$ cat config.mk
export PLATFORM = sky130hd
export DESIGN_NAME = alu_exec_responder
export DESIGN_NICKNAME = d
export VERILOG_FILES = /design/src/rtl/alu_exec_responder.sv
export SDC_FILE = /design/constraint.sdc
export NUM_CORES = 1
export LEC_CHECK = 0
export CAP_MARGIN = 20
export CORE_ASPECT_RATIO = 1.25
export CORE_UTILIZATION = 55
export CTS_CLUSTER_SIZE = 20
export DETAILED_ROUTE_END_ITERATION = 6
export PLACE_DENSITY = 0.9
export SYNTH_ARGS = -nofsm -noshare
export SYNTH_HDL_FRONTEND = slang
export SYNTH_SLANG_ARGS = --single-unit
export TNS_END_PERCENT = 5
$ cat constraint.sdc
create_clock -name Clk -period 4.2 [get_ports Clk]
set_input_delay 0.42 -clock Clk [delete_from_list [all_inputs] [get_ports Clk]]
set_output_delay 0.42 -clock Clk [all_outputs]
set_load 0.03 [all_outputs]
$ cat src/rtl/alu_exec_responder.sv
// Valid/ready ALU responder: single-cycle simple ops, W-cycle shift-add MUL.
// Optional Carry output when ALU_CARRY_EN is defined.
package Definitions;
    typedef enum logic [4:0] {
        ADD = 5'd0,
        SUB = 5'd1,
        AND = 5'd2,
        OR  = 5'd3,
        XOR = 5'd4,
        CMP = 5'd5,
        SHL = 5'd6,
        SHR = 5'd7,
        MUL = 5'd8
    } opcode_e;
endpackage

module alu_exec_responder
    import Definitions::*;
#(
    parameter int W   = 8,
    parameter int Ops = 5
) (
    input  logic           Clk,
    input  logic           Reset,
    input  logic           ReqValid,
    output logic           ReqReady,
    input  logic [Ops-1:0] OP,
    input  logic [W-1:0]   InputA,
    input  logic [W-1:0]   InputB,
    output logic           RespValid,
    input  logic           RespReady,
    output logic [W-1:0]   Out,
    output logic           Zero,
    output logic           Illegal
`ifdef ALU_CARRY_EN
    ,
    output logic           Carry
`endif
);

    localparam int SW = (W > 1) ? $clog2(W) : 1;

    typedef enum logic [1:0] {S_IDLE, S_MUL, S_RESP} state_e;

    state_e         state_q, state_d;
    logic [W-1:0]   out_q, out_d;
    logic           zero_q, zero_d;
    logic           illegal_q, illegal_d;
    logic [SW-1:0]  cnt_q, cnt_d;
    logic [W-1:0]   acc_q, acc_d;
    logic [W-1:0]   mca_q, mca_d;
    logic [W-1:0]   mcb_q, mcb_d;
    logic [W-1:0]   alu_res;
    logic           alu_ill;
    logic [SW-1:0]  shamt;
    logic [W-1:0]   mul_sum;
    logic           accept;
`ifdef ALU_CARRY_EN
    logic           carry_q, carry_d;
    logic           alu_cy;
`endif

    always_comb begin
        alu_res = '0;
        alu_ill = 1'b0;
        shamt   = InputB[SW-1:0];
`ifdef ALU_CARRY_EN
        alu_cy  = 1'b0;
`endif
        case (OP)
            ADD: begin
`ifdef ALU_CARRY_EN
                {alu_cy, alu_res} = {1'b0, InputA} + {1'b0, InputB};
`else
                alu_res = InputA + InputB;
`endif
            end
            SUB, CMP: begin
                alu_res = InputA - InputB;
`ifdef ALU_CARRY_EN
                alu_cy  = (InputA < InputB);
`endif
            end
            AND:     alu_res = InputA & InputB;
            OR:      alu_res = InputA | InputB;
            XOR:     alu_res = InputA ^ InputB;
            SHL:     alu_res = InputA << shamt;
            SHR:     alu_res = InputA >> shamt;
            MUL:     alu_res = '0;
            default: alu_ill = 1'b1;
        endcase
    end

    // One shift-add step: partial product of the current multiplier LSB.
    assign mul_sum = acc_q + (mcb_q[0] ? mca_q : '0);

    always_comb begin
        state_d   = state_q;
        out_d     = out_q;
        zero_d    = zero_q;
        illegal_d = illegal_q;
        cnt_d     = cnt_q;
        acc_d     = acc_q;
        mca_d     = mca_q;
        mcb_d     = mcb_q;
`ifdef ALU_CARRY_EN
        carry_d   = carry_q;
`endif
        accept    = 1'b0;
        ReqReady  = 1'b0;
        RespValid = 1'b0;

        case (state_q)
            S_IDLE: begin
                ReqReady = 1'b1;
                accept   = ReqValid;
            end
            S_MUL: begin
                acc_d = mul_sum;
                mca_d = mca_q << 1;
                mcb_d = mcb_q >> 1;
                cnt_d = cnt_q + 1'b1;
                if (cnt_q == SW'(W - 1)) begin
                    state_d   = S_RESP;
                    out_d     = mul_sum;
                    zero_d    = (mul_sum == '0);
                    illegal_d = 1'b0;
`ifdef ALU_CARRY_EN
                    carry_d   = 1'b0;
`endif
                end
            end
            S_RESP: begin
                RespValid = 1'b1;
                ReqReady  = RespReady;
                if (RespReady) begin
                    state_d = S_IDLE;
                    accept  = ReqValid;
                end
            end
            default: state_d = S_IDLE;
        endcase

        // A new accept overrides the state chosen above (same-edge handoff from RESP).
        if (accept) begin
            if (OP == MUL) begin
                state_d = S_MUL;
                cnt_d   = '0;
                acc_d   = '0;
                mca_d   = InputA;
                mcb_d   = InputB;
            end else begin
                state_d   = S_RESP;
                out_d     = alu_res;
                zero_d    = !alu_ill && (alu_res == '0);
                illegal_d = alu_ill;
`ifdef ALU_CARRY_EN
                carry_d   = alu_cy;
`endif
            end
        end
    end

    always_ff @(posedge Clk) begin
        if (Reset) begin
            state_q   <= S_IDLE;
            out_q     <= '0;
            zero_q    <= 1'b0;
            illegal_q <= 1'b0;
            cnt_q     <= '0;
            acc_q     <= '0;
            mca_q     <= '0;
            mcb_q     <= '0;
`ifdef ALU_CARRY_EN
            carry_q   <= 1'b0;
`endif
        end else begin
            state_q   <= state_d;
            out_q     <= out_d;
            zero_q    <= zero_d;
            illegal_q <= illegal_d;
            cnt_q     <= cnt_d;
            acc_q     <= acc_d;
            mca_q     <= mca_d;
            mcb_q     <= mcb_d;
`ifdef ALU_CARRY_EN
            carry_q   <= carry_d;
`endif
        end
    end

    assign Out     = out_q;
    assign Zero    = zero_q;
    assign Illegal = illegal_q;
`ifdef ALU_CARRY_EN
    assign Carry   = carry_q;
`endif

endmodule

==> flow_metrics.py, run 1 <==
metrics = {
    "route": {
        "remaining_drc_errors": 0,
        "routed_wl_mm": 9.833,
        "drt.antenna.violating_nets": 0,
        "wl_met1_mm": 4.039,
        "dr.max_layer_used": "met4",
        "wl_met3_um": 764,
        "vias_per_cell": 6.281,
        "met2_length_mm": 4.709,
        "dr.pass1.iters": 5,
        "drtIter0Drc": 254,
        "detail_route.wl_per_cell_um": 17.47,
        "vias": 3536,
    },
    "place": {
        "gp_routability_congestion": 1.016,
        "numPortBuffers": 36,
        "pre_cts_ws_ps": 385.5,
        "dpl_cell_area_um2": 3866,
        "place_hpwl_mm": 7.527,
        "dp.cells": 555,
    },
    "worst_setup_path": {
        "crit_arrival_ps": 3760,
        "worstSetupEndpointType": "flip-flop",
        "cp_num_cells": 11,
        "critPathMaxStageDelay_ps": 540,
        "ff2ff_path_depth": 10,
        "cp_top_family": "simple AND/OR/NAND/NOR gates",
        "rr_endpoint": "Zero",
        "setup.worst_path.start": "OP[4]",
        "worst-path-buf-inv": 1,
        "startpoint_type": "input pin",
        "path_max_fanout": 9,
        "crit_path_end": "Zero",
        "crit_chain": "clkdlybuf4s50_1, or3_1, nor2_2, mux2_2, fa_1, nor3_1, nor4_1, o221ai_1, nor4_1, nand4b_1, o31ai_2",
        "reg2reg_slack_ps": 1450,
        "required_ps": 4400,
        "critPathKind": "in2reg",
        "crit_slowest_cell": "clkdlybuf4s50_1",
        "rr_startpoint": "mcb_q[0]",
        "cpMostUsedCell": "nor4_1",
    },
    "global_routing": {
        "antenna_found_initial": 0,
        "overflow": 0,
        "grt_pass1_vias": 3348,
        "grt_max_degree": 33,
        "track_usage": 0.3094,
        "grt_first_pass_wirelength_mm": 16.02,
    },
    "yosys": {
        "syn_inst": 457,
        "synth-edff-count": 0,
        "synth_cell_type_count": 69,
        "syn-num-nets": 518,
        "synth_seq_cells": 39,
        "synth.cell_area_um2": 3466,
        "ys_async_sr_fraction": 0,
        "syn_area_per_cell_um2": 7.584,
        "ys.flop_type": "dfxtp_1",
        "ys_seq_area_frac": 0.2253,
        "ys_warn_count": 0,
    },
    "floorplan": {
        "start_util": 0.5840,
        "die_w_um": 73,
        "die_area_um2": 6625,
        "die_h_um": 90.75,
        "io_pins": 37,
        "core_um2": 5934,
        "rows": 31,
    },
    "timing": {
        "fmax_mhz": 280.8,
        "final-hold-violation-count": 0,
        "period_share": 0.8480,
        "drv_slew": 0,
        "worstMarginPinSlew_ps": 900.3,
        "fin_tns_setup_ps": 0,
        "finClkSkew_ps": 7.816,
        "final.min_clock_period_ps": 3562,
        "layout_setup_ws_ps": 638.2,
        "slew_headroom": 0.3998,
        "rsz0062_at_grt": "no",
        "setup-violations-final": 0,
    },
    "cells_and_area": {
        "final_common_cell": "nand2_1",
        "num-nets-final": 542,
        "final_cells": 563,
        "stdcell_area_um2": 3981,
        "multi_input_area_um2": 2495,
        "post-route-util": 0.6709,
        "layout_common_cells": "77 x nand2_1, 46 x nor2_1, 39 x dfxtp_1",
        "final-seq-area_um2": 780.7,
        "antenna_cells": 0,
        "nFillCells": 530,
        "area_growth_pct": 14.87,
        "drive_gt1_frac": 0.06653,
    },
    "worst_hold_path": {
        "min_path_type": "reg2reg",
    },
    "status": {
        "status": "finished clean",
    },
    "pwr": {
        "leakage_nw": 1.583,
        "power_density_nw_per_um2": 225.6,
        "ir_drop_v": 0.0001197,
    },
    "clocking": {
        "clockBufferDepth": 2,
        "cts_setup_buffers": 0,
        "ctsResizeCount": 0,
        "holdBufCountCts": 0,
        "clk_latency_ps": 290,
        "path_clk_slew_ps": 70,
        "cts_tree": "yes",
        "cts_buffers": 5,
        "cts_num_sinks": 39,
        "ctsRootBufferMaster": "clkbuf_8",
        "h-tree-depth": 2,
    },
    "job": {
        "drv_cap": 0,
    },
}
## synth_stat cells (5+ instances only)
master | instances | area share
a31oi_1 | 5 | 0.0090
xnor2_1 | 16 | 0.040
ha_1 | 34 | 0.12
and2_1 | 9 | 0.016
nand2_1 | 77 | 0.083
nor2_1 | 46 | 0.050
dfxtp_1 | 39 | 0.23
inv_1 | 19 | 0.021
clkbuf_1 | 20 | 0.022
nand3_1 | 12 | 0.017
nor3_1 | 10 | 0.014
a211oi_1 | 13 | 0.028
o21ai_0 | 14 | 0.020
a21oi_1 | 24 | 0.035
nor2b_1 | 6 | 0.011
nor4_1 | 6 | 0.011
mux2i_1 | 6 | 0.017
a311oi_1 | 15 | 0.038
## metrics by stage
| step | power (mW) | hold slack (ps) |
|---|---|---|
| 6_report | 0.8981 | 460.2 |
| 5_1_grt | 0.9444 | 485.2 |
| 4_1_cts | 0.8959 | 464.8 |
| 2_1_floorplan | 0.5586 | 440.0 |
| 3_5_place_dp | 0.6468 | 454.9 |
| 3_3_place_gp | 0.6443 | 445.9 |
## state kept, by name, indices dropped and copies added (netlist names)
signal / flops
mcb_q: 8
Out: 8
cnt_q: 3
acc_q: 8
state_q: 2
Zero: 1
mca_q: 8
Illegal: 1
## worst register-to-register path, delay by kind of cell, from the launching register on
family                     cells  cell delay [ps]
DFF                            1              380
xor gates and xnor gates       1              360
and+or+nand+nor                2              310
adders and majority gates      2              620
AOI/OAI and AO/OA              5             1000
## layer usage
layer | GRT usage | vias to the layer above
met5 | 0 | -
met4 | 0.1373 | 0
met3 | 0.05469 | 26
met2 | 0.5077 | 183
met1 | 0.3871 | 1637
li1 | - | 1690
## worst min path at each step
stage          startpoint       end  depth (start not counted)
2_1_floorplan    cnt_q[1]  cnt_q[1]                          2
3_3_place_gp     cnt_q[2]  cnt_q[2]                          2
3_5_place_dp     cnt_q[2]  cnt_q[2]                          2
4_1_cts          cnt_q[2]  cnt_q[2]                          2
5_1_grt          cnt_q[1]  cnt_q[1]                          2
6_report         cnt_q[2]  cnt_q[2]                          2
## cells by family (layout without fill, tap and decap cells)
family | count (synthesis) | count (layout) | synth area share
buffers and inverters | 47 | 71 | 0.05559
muxes | 13 | 13 | 0.05090
and+or+nand+nor | 197 | 197 | 0.2672
AOI/OAI and AO/OA | 105 | 105 | 0.2162
adders and majority gates | 36 | 36 | 0.1343
DFF | 39 | 39 | 0.2253
xor gates and xnor gates | 20 | 20 | 0.05054
## area by class of cell
type | count | area share
clock buffers | 6 | 0.02074
clock inverters | 1 | 0.001257
inverters | 20 | 0.01886
multi-input cells | 371 | 0.6266
flip-flops and latches | 39 | 0.1961
well taps | 82 | 0.02577
repair buffers | 44 | 0.1106
## power breakdown
part           internal (mW)  total [mW]  leakage, nW  switching, mW
registers              0.378       0.383        0.316        0.00512
clock network          0.129       0.251       0.0470          0.123
logic                  0.113       0.264         1.22          0.150
No activity file was read; power rests on OpenSTA's default activity.
==> run 2: changes to the inputs <==
Clock period 4.2 ns to 3.6 ns, I/O delays scaled along.
==> flow_metrics.py, run 2 (synthesis results as in run 1) <==
metrics = {
    "timing": {
        "final-hold-violation-count": 0,
        "fin_tns_setup_ps": 0,
        "setup-violations-final": 0,
        "worstMarginPinSlew_ps": 901.0,
        "period_share": 0.9355,
        "final.min_clock_period_ps": 3368,
        "finClkSkew_ps": 8.389,
        "drv_slew": 0,
        "holdWs_ps": 466.9,
        "rsz0062_at_grt": "no",
        "slew_headroom": 0.3993,
        "fmax_mhz": 296.9,
    },
    "clocking": {
        "ctsRootBufferMaster": "clkbuf_8",
        "path_clk_slew_ps": 90,
        "cts_buffers": 5,
        "cts_setup_buffers": 0,
        "clockBufferDepth": 2,
        "clk_latency_ps": 300,
        "ctsResizeCount": 0,
        "holdBufCountCts": 0,
        "cts_tree": "yes",
        "cts_num_sinks": 39,
        "h-tree-depth": 2,
    },
    "floorplan": {
        "die_area_um2": 6625,
        "rows": 31,
        "start_util": 0.5840,
        "die_w_um": 73,
        "core_um2": 5934,
        "die_h_um": 90.75,
        "io_pins": 37,
    },
    "route": {
        "drt.antenna.violating_nets": 0,
        "wl_met1_mm": 4.022,
        "dr.max_layer_used": "met4",
        "met2_length_mm": 4.853,
        "remaining_drc_errors": 0,
        "drtIter0Drc": 297,
        "dr.pass1.iters": 5,
        "detail_route.wl_per_cell_um": 17.27,
        "wl_met3_um": 659,
        "vias": 3512,
        "routed_wl_mm": 9.862,
        "vias_per_cell": 6.151,
    },
    "worst_setup_path": {
        "cp_top_family": "simple AND/OR/NAND/NOR gates",
        "required_ps": 3820,
        "critPathMaxStageDelay_ps": 550,
        "worst-path-buf-inv": 1,
        "cpMostUsedCell": "nor4_1",
        "crit_arrival_ps": 3580,
        "critPathKind": "in2reg",
        "path_max_fanout": 2,
        "crit_chain": "clkdlybuf4s50_1, or3_1, nor2_2, mux2_2, fa_1, nor3_1, nor4_1, o221ai_1, nor4_1, nand4b_1, o31ai_2",
        "worstSetupEndpointType": "flip-flop",
        "crit_slowest_cell": "fa_1",
        "startpoint_type": "input pin",
    },
    "global_routing": {
        "overflow": 0,
        "antenna_found_initial": 0,
        "grt_first_pass_wirelength_mm": 16.10,
        "grt_max_degree": 33,
        "track_usage": 0.3139,
        "grt_pass1_vias": 3400,
    },
    "place": {
        "numPortBuffers": 36,
        "place_hpwl_mm": 7.713,
        "gp_routability_congestion": 1.003,
        "dp.cells": 563,
    },
    "cells_and_area": {
        "final_cells": 571,
        "num-nets-final": 549,
        "final_common_cell": "nand2_1",
        "antenna_cells": 0,
        "drive_gt1_frac": 0.08180,
        "area_growth_pct": 15.96,
        "layout_common_cells": "77 x nand2_1, 46 x nor2_1, 39 x dfxtp_1",
    },
    "pwr": {
        "leakage_nw": 1.602,
        "ir_drop_v": 0.0002021,
        "power_density_nw_per_um2": 266.7,
    },
    "worst_hold_path": {
        "min_path_type": "reg2reg",
    },
    "job": {
        "drv_cap": 0,
    },
    "status": {
        "status": "finished clean",
    },
}
## run 2: path summary, 6_finish.rpt
kind / endpoint / cells after the start / slack [ps] / startpoint
max: Zero / 11 / 230 / OP[4]
min: cnt_q[2] / 2 / 470 / cnt_q[2]
min reg2reg: cnt_q[2] / 2 / 470 / cnt_q[2]
max reg2reg: Zero / 10 / 770 / mcb_q[0]
## run 2: layer usage
metal / up-vias / global-route usage
met5: - / 0
met4: 0 / 0.1422
met3: 23 / 0.04576
met2: 153 / 0.5224
met1: 1638 / 0.3909
li1: 1698 / -
## run 2: stage by stage
| stage | power (mW) | instance area [um^2] | worst slack [ps] | utilization |
|---|---|---|---|---|
| 3_3_place_gp | 0.7583 | 3926 | 81.60 | 0.6616 |
| 2_1_floorplan | 0.6517 | 3466 | 331.5 | - |
| 3_5_place_dp | 0.7652 | 3926 | 12.96 | 0.6616 |
| 5_1_grt | 1.124 | 4019 | 118.3 | 0.6772 |
| 6_report | 1.072 | 4019 | 232.2 | 0.6772 |
| 4_1_cts | 1.069 | 4019 | 306.9 | 0.6772 |
## run 2: report_power, final
| part | switching, mW | internal (mW) |
|---|---|---|
| combinational | 0.182 | 0.135 |
| sequential | 0.00585 | 0.441 |
| clock | 0.170 | 0.138 |
| total | 0.358 | 0.714 |
## run 2: layout make-up
type | count | area [um^2]
Timing Repair Buffer | 51 | 473.0
Tap cell | 82 | 102.6
Sequential cell | 39 | 780.7
Inverter | 20 | 75.07
Fill cell | 533 | 1916
Clock inverter | 3 | 23.77
Multi-Input combinational cell | 371 | 2495
Clock buffer | 5 | 68.82
## run 2: worst register-to-register path, cell delays in order (launching register included)
cell and delay [ps]:
dfxtp_1 380, and2_1 170, ha_1 200, fa_1 410, a211oi_1 330, o21bai_1 130, a21oi_1 180, xor2_1 370
nand4_1 170, a211o_1 340, o31ai_2 60
